===== src/rtl/ones_pattern_gen.sv =====
// ones_pattern_gen: serially builds a 32-bit thermometer word holding the requested number of ones.
// Optional popcount self-check on the finished word when ONES_PATTERN_SELFCHECK_EN is defined.
module ones_pattern_gen #(
  parameter int DIV   = 10,
  parameter int WIDTH = 32
) (
  input  logic             clk_in,
  input  logic             reset,
  input  logic             in_valid,
  output logic             in_ready,
  input  logic [5:0]       ones_req,
  output logic             out_valid,
  input  logic             out_ready,
  output logic [WIDTH-1:0] pattern_out,
  output logic [5:0]       zeros_out,
  output logic             busy,
  output logic [3:0]       tick_count,
  output logic [5:0]       bit_idx
`ifdef ONES_PATTERN_SELFCHECK_EN
  ,
  output logic             check_err
`endif
);
  typedef enum logic [1:0] {IDLE, BUILD, HOLD} state_t;
  localparam logic [3:0] TMAX = 4'(DIV - 1);
  localparam logic [5:0] W6   = 6'(WIDTH);
  state_t           state_q, state_d;
  logic [5:0]       req_q, req_d, idx_q, idx_d;
  logic [3:0]       tick_q, tick_d;
  logic [WIDTH-1:0] pat_q, pat_d;
  logic             tick;
  assign tick = tick_q == TMAX;
  always_comb begin
    state_d = state_q;
    req_d   = req_q;
    pat_d   = pat_q;
    idx_d   = idx_q;
    tick_d  = tick_q;
    if (state_q == IDLE && in_valid) begin
      req_d   = ones_req > W6 ? W6 : ones_req;
      pat_d   = '0;
      idx_d   = '0;
      tick_d  = '0;
      state_d = BUILD;
    end else if (state_q == BUILD) begin
      tick_d = tick ? 4'd0 : tick_q + 4'd1;
      if (tick) begin
        // leading zeros go in first so the ones end up in the LSBs
        pat_d = {pat_q[WIDTH-2:0], idx_q >= W6 - req_q};
        idx_d = idx_q + 6'd1;
        state_d = idx_q == W6 - 6'd1 ? HOLD : BUILD;
      end
    end else if (state_q == HOLD && out_ready) begin
      state_d = IDLE;
    end
  end
  always_ff @(posedge clk_in or posedge reset) begin
    if (reset) begin
      state_q <= IDLE;
      req_q   <= '0;
      pat_q   <= '0;
      idx_q   <= '0;
      tick_q  <= '0;
    end else begin
      state_q <= state_d;
      req_q   <= req_d;
      pat_q   <= pat_d;
      idx_q   <= idx_d;
      tick_q  <= tick_d;
    end
  end
  assign in_ready    = state_q == IDLE;
  assign out_valid   = state_q == HOLD;
  assign busy        = state_q == BUILD;
  assign pattern_out = pat_q;
  assign zeros_out   = out_valid ? W6 - req_q : 6'd0;
  assign tick_count  = tick_q;
  assign bit_idx     = idx_q;
`ifdef ONES_PATTERN_SELFCHECK_EN
  logic [5:0] pop;
  logic       err_q;
  always_comb begin
    pop = '0;
    for (int i = 0; i < WIDTH; i++) pop = pop + 6'(pat_q[i]);
  end
  always_ff @(posedge clk_in or posedge reset) begin
    if (reset) err_q <= 1'b0;
    else       err_q <= err_q | (state_q == HOLD && pop != req_q);
  end
  assign check_err = err_q;
`endif
endmodule


===== config.mk =====
export PLATFORM = sky130hd
export DESIGN_NAME = ones_pattern_gen
export DESIGN_NICKNAME = d
export VERILOG_FILES = /design/src/rtl/ones_pattern_gen.sv
export SDC_FILE = /design/constraint.sdc
export NUM_CORES = 1
export LEC_CHECK = 0
export BUFFER_PORTS_ARGS = -buffer_cell sky130_fd_sc_hd__clkbuf_2
export CORE_MARGIN = 8
export CORE_UTILIZATION = 45
export DETAILED_ROUTE_END_ITERATION = 8
export HOLD_SLACK_MARGIN = 0.03
export PLACE_DENSITY = 0.69
export RECOVER_POWER = 100
export SLEW_MARGIN = 20
export SYNTH_ARGS = -nofsm -noshare
export SYNTH_HDL_FRONTEND = slang
export SYNTH_SLANG_ARGS = --single-unit
export TNS_END_PERCENT = 50

===== constraint.sdc =====
create_clock -name clk_in -period 2.5 [get_ports clk_in]
set_input_delay 0.5 -clock clk_in [delete_from_list [all_inputs] [get_ports clk_in]]
set_output_delay 0.5 -clock clk_in [all_outputs]
set_load 0.005 [all_outputs]

==> results.sh, run 1 <==
export IMPL_outcome="finished, final reports clean"
export IMPL_slowest_delay_ps=410
export IMPL_max_freq_mhz=466
export IMPL_path_buf_inv=1
export IMPL_hold_violations=0
export IMPL_start_kind="flop"
export IMPL_cts_buffers_inserted=5
export IMPL_cp_end_kind="output port"
export IMPL_tns_ps=0
export IMPL_report_final_slew_viol_count=0
export IMPL_layout_common_cells="nand2_1 (81), dfrtp_1 (50), clkbuf_1 (35)"
export IMPL_min_from="ones_req[4]"
export IMPL_hold_buffers=0
export IMPL_fin_crit_sh_pct=85.8
export IMPL_final_common_cell="nand2_1"
export IMPL_r2r_slack_ps=490
export IMPL_ys_types=33
export IMPL_syn_area_um2=2410
export IMPL_seq_area_frac_synth_pct=51.9
export IMPL_crit_family="simple AND/OR/NAND/NOR gates"
export IMPL_cts_tree="built"
export IMPL_routed_via_count=1960
export IMPL_ios=61
export IMPL_synthCells=260
export IMPL_synth_xor_area_share_pct=3.27
export IMPL_h_tree_depth=2
export IMPL_start_util_pct=46.9
export IMPL_peakVddDrop_mv=0.415
export IMPL_crit_type="flop to output port"
export IMPL_timing_max_cap_violations=0
export IMPL_fp_dieW_um=89.2
export IMPL_syn_avg_cell_area_um2=9.27
export IMPL_synth_simple_gate_area_share_pct=23.6
export IMPL_slew_headroom_pct=13.2
export IMPL_skew_ps=11.4
export IMPL_dp_hpwl_um=3840
export IMPL_yosys_area_top_type_share_pct=51.9
export IMPL_die_area_um2=7960
export IMPL_synth_top_family_by_area="simple AND/OR/NAND/NOR gates"
export IMPL_crit_chain="nor3_1, nor3b_1, xnor2_1, nor2_1, clkbuf_2"
export IMPL_grt_pass1_wl_um=9240
export IMPL_crit_slowest_cell="dfrtp_1"
export IMPL_cp_max_fo=3
export IMPL_final_core_util_pct=53.6
export IMPL_synth_adder_area_share_pct=5.19
export IMPL_min_path_cells=3
export IMPL_overflow=0
export IMPL_portBuffers=60
export IMPL_antenna_left=0
export IMPL_reg2regPathDepth=7
export IMPL_cp_required_ps=2000
export IMPL_grt_max_degree=45
export IMPL_cp_data_arrival_time_ps=1640
export IMPL_rows=26
export IMPL_synth_compound_area_share_pct=10.5
export IMPL_rsz0062_at_grt="no"
export IMPL_synth_net_count=280
export IMPL_wirelength_um=5350
export IMPL_core_um2=5140
export IMPL_cp_depth=5
export IMPL_cts_path_max_buffers=2
export IMPL_hp_class="input port to flop"
export IMPL_worstHoldEndpoint="req_q[4]"
export IMPL_synth_warning_count=0
export IMPL_r2r_end="pattern_out[0]"
export IMPL_pre_cts_ws_ps=572
export IMPL_worst_slack_ps=356
export IMPL_clk_latency_ps=310
export IMPL_antennaDiodeCount=0
export IMPL_r2r_start="req_q[0]"
export IMPL_drc=0
export IMPL_drt_initial_drc_count=67
export IMPL_wl_per_cell_um=13.7
export IMPL_vias_per_cell=5.00
export IMPL_yosysTopAreaCell="dfrtp_1"
export IMPL_antenna_found_initial=0
export IMPL_synthMuxAreaShare_pct=0
export IMPL_tightest_slew_ps=1300
export IMPL_synthTopCellsByArea="dfrtp_1 (52%), nand2_1 (13%), a21oi_1 (6.9%), ha_1 (5.2%), buf_6 (2.3%)"
export IMPL_cts_setup_buffers=0
export IMPL_drive_gt1_share_pct=12.4
export IMPL_clkTransAtPathRegs_ps=90
export IMPL_seq_area_um2=1250
export IMPL_first_pass_iters=4
export IMPL_clock_root_buffer="clkbuf_8"
export IMPL_ctsResizeCount=0
export IMPL_gp_congestion=0.835
export IMPL_clock_sinks=50
export IMPL_synth_seq_cells=50
export IMPL_area_growth_syn_to_layout_pct=14.2
export IMPL_setup_violations=0
export IMPL_grt_pass1_vias=1990
export IMPL_fin_crit_ps=2140
export IMPL_fp_dieH_um=89.2
export IMPL_n_fill_cell=527
export IMPL_multi_input_comb_area_um2=990
export IMPL_fin_nets=341
export IMPL_p_leak_nw=1.31
export IMPL_power_density_nw_per_um2=1070
export IMPL_track_usage_pct=14.6
==> synth_stat cells, drive strengths merged <==
master and number:
o21bai 1, nand2b 2, nand4 2, nor3 4, a41oi 1, dfrtp 50
and3b 1, and4 1, or2b 1, and2 1, nand2 82, nand3b 7
xnor2 4, o21ai 11, nor3b 1, nand3 7, inv 10, a21o 1
nor2 13, xor2 5, buf 11, ha 10, a2bb2oi 1, a21oi 33
==> stage by stage <==
step / instance area (um^2) / hold WS [ps] / instances / power, mW
final: 2750 / 414 / 392 / 2.96
after floorplan: 2410 / 467 / 260 / 2.09
after global placement: 2740 / 510 / 384 / 2.53
after CTS: 2840 / 311 / 392 / 3.09
after global routing: 2750 / 420 / 392 / 3.23
after detailed placement: 2740 / 512 / 384 / 2.58
==> worst register-to-register path, cell delays in order (launching register included) <==
cell and delay (ps):
dfrtp_1 410, nor3_1 280, nor3b_1 280, xnor2_1 180, ha_1 290, a41oi_1 180
o21ai_0 100, a2bb2oi_1 150
==> layout make-up <==
type                       count  share of cell area [%]
clock inverter                 2                   0.591
tap                           70                    3.18
multi-input combinational    189                    36.0
clock buffer                   6                    3.00
inverter                      10                    1.45
timing repair buffer          65                    10.4
sequential                    50                    45.5
==> how the worst max path moves through the flow <==
stage	start	end	slack, ps
6_report	req_q[0]	zeros_out[5]	360
5_1_grt	req_q[0]	zeros_out[5]	220
4_1_cts	req_q[0]	zeros_out[5]	390
3_5_place_dp	req_q[0]	pattern_out[0]	570
3_3_place_gp	req_q[0]	pattern_out[0]	630
2_1_floorplan	req_q[0]	pattern_out[0]	730
==> sequential cells by signal, summed over array words and instances (netlist names) <==
register and cells:
state_q 2, pattern_out 32, bit_idx 6, tick_count 4, req_q 6
==> metal layers <==
layer,vias to the layer above,wire [um],track usage [%]
met4,0,74,5.74
met5,-,0,0
met2,42,2610,24.9
met3,7,236,3.13
met1,938,2440,17.6
li1,973,-,-
==> cells by family after synthesis <==
group / after synthesis
fa+ha+maj: 10
simple gates: 122
compound gates: 48
buf+inv: 21
xor+xnor: 9
flops: 50
==> power by group <==
group / internal [mW] / switching [mW]
registers: 1.12 / 0.293
clock network: 0.228 / 0.275
logic: 0.467 / 0.577
total: 1.81 / 1.14
Power figures use the tool's default switching activity.
==> inputs of run 2 (changes only) <==
==> constraint.sdc (replaced) <==
create_clock -name clk_in -period 2.5 [get_ports clk_in]
set_input_delay 0.375 -clock clk_in [delete_from_list [all_inputs] [get_ports clk_in]]
set_output_delay 0.375 -clock clk_in [all_outputs]
set_load 0.005 [all_outputs]
==> run 2 against run 1 <==
  * Hold slack got worse by 120 ps
  * Wire length rose by 1.4%
  * Design area rose by 1.7%
  * Critical endpoint is now pattern_out[20]
  * Largest power group unchanged
==> results.sh, run 2 (synthesized netlist as in run 1, its figures left out) <==
export IMPL_outcome="finished, final reports clean"
export IMPL_path_buf_inv=2
export IMPL_antenna_left=0
export IMPL_whs_ps=294
export IMPL_p_leak_nw=1.33
export IMPL_fin_crit_sh_pct=82.4
export IMPL_cp_end_kind="flop"
export IMPL_overflow=0
export IMPL_wirelength_um=5430
export IMPL_cp_max_fo=18
export IMPL_fp_dieH_um=89.2
export IMPL_place_area_um2=2740
export IMPL_multi_input_comb_area_um2=990
export IMPL_drt_initial_drc_count=70
export IMPL_portBuffers=60
export IMPL_cts_buffers_inserted=5
export IMPL_grt_pass1_wl_um=9140
export IMPL_core_um2=5140
export IMPL_skew_ps=6.41
export IMPL_slew_headroom_pct=41.5
export IMPL_clkTransAtPathRegs_ps=90
export IMPL_cts_setup_buffers=0
export IMPL_track_usage_pct=14.7
export IMPL_dp_hpwl_um=3860
export IMPL_clock_sinks=50
export IMPL_h_tree_depth=2
export IMPL_n_fill_cell=518
export IMPL_cp_required_ps=2720
export IMPL_final_core_util_pct=54.5
export IMPL_power_density_nw_per_um2=1120
export IMPL_grt_pass1_vias=1928
export IMPL_seq_area_um2=1250
export IMPL_fin_nets=341
export IMPL_cts_tree="built"
export IMPL_slowest_delay_ps=630
export IMPL_tns_ps=0
export IMPL_crit_type="flop to flop"
export IMPL_tightest_slew_ps=877
export IMPL_clk_latency_ps=300
export IMPL_antenna_found_initial=0
export IMPL_largest_reg_flops=32
export IMPL_hold_violations=0
export IMPL_crit_chain="inv_1, ha_1, nand3b_1, nor2_2, buf_4, nand2_1, a21oi_1"
export IMPL_area_growth_syn_to_layout_pct=16.1
export IMPL_max_freq_mhz=485
export IMPL_crit_family="simple AND/OR/NAND/NOR gates"
export IMPL_ctsResizeCount=0
export IMPL_cp_data_arrival_time_ps=2280
export IMPL_final_common_cell="nand2_1"
export IMPL_ios=61
export IMPL_fin_crit_ps=2060
export IMPL_first_pass_iters=4
export IMPL_drive_gt1_share_pct=12.7
export IMPL_drc=0
export IMPL_rows=26
export IMPL_report_final_slew_viol_count=0
export IMPL_routed_via_count=1935
export IMPL_start_kind="flop"
export IMPL_antennaDiodeCount=0
export IMPL_setup_violations=0
export IMPL_rsz0062_at_grt="no"
export IMPL_hp_class="input port to flop"
export IMPL_crit_slowest_cell="nor2_2"
export IMPL_vias_per_cell=4.94
export IMPL_clock_root_buffer="clkbuf_8"
export IMPL_fin_area_um2=2800
export IMPL_peakVddDrop_mv=0.565
export IMPL_start_util_pct=46.9
export IMPL_wl_per_cell_um=13.8
export IMPL_cts_path_max_buffers=2
export IMPL_layout_common_cells="nand2_1 (81), dfrtp_1 (50), clkbuf_1 (34)"
export IMPL_gp_congestion=0.837
export IMPL_fp_dieW_um=89.2
export IMPL_grt_max_degree=45
export IMPL_timing_max_cap_violations=0
export IMPL_die_area_um2=7960
run 2: worst register-to-register path, stage by stage, from the launching register on:
cell and delay [ps]:
dfrtp_1 430, inv_1 80, ha_1 160, nand3b_1 190, nor2_2 630, buf_4 290
nand2_1 60, a21oi_1 130
run 2: stage by stage:
| stage | cells | power, mW | setup slack (ps) |
|---|---|---|---|
| 6_report | 392 | 3.14 | 440 |
| 5_1_grt | 392 | 3.41 | 228 |
| 4_1_cts | 392 | 3.27 | 499 |
| 3_5_place_dp | 383 | 2.58 | 522 |
| 3_3_place_gp | 383 | 2.53 | 643 |
| 2_1_floorplan | 260 | 2.09 | 731 |
run 2: path summary, 6_finish.rpt:
check                      slack [ps]              end  cells after the start            start
max                               440  pattern_out[20]                      7    tick_count[1]
min                               290         req_q[4]                      3      ones_req[4]
max reg2reg                       440  pattern_out[20]                      7    tick_count[1]
min reg2reg                       520  pattern_out[31]                      2  pattern_out[31]
max in group asynchronous         590         req_q[3]                      4            reset
min in group asynchronous         670  pattern_out[16]                      3            reset
run 2: final cells by class:
class,count,area share [%]
flip-flops and latches,50,44.7
multi-input cells,189,35.4
repair buffers,65,10.5
well taps,70,3.13
clock buffers,5,2.46
clock inverters,3,2.46
inverters,10,1.43
run 2: timing repair:
item                                   4_1_cts  5_1_grt
setup endpoints to repair                    0        0
endpoints found under the hold margin       16        0
hold buffers                                 1        0
run 2: where the power goes:
| group | total [mW] | internal [mW] | switching, mW |
|---|---|---|---|
| logic | 1.05 | 0.469 | 0.580 |
| clock network | 0.674 | 0.401 | 0.273 |
| registers | 1.41 | 1.12 | 0.297 |
run 2: routing by layer:
metal	global-route usage, %	up-vias	routed length [um]
li1	-	973	-
met1	18.2	920	2420
met2	23.5	40	2640
met3	4.50	2	321
met4	5.44	0	40
met5	0	-	0
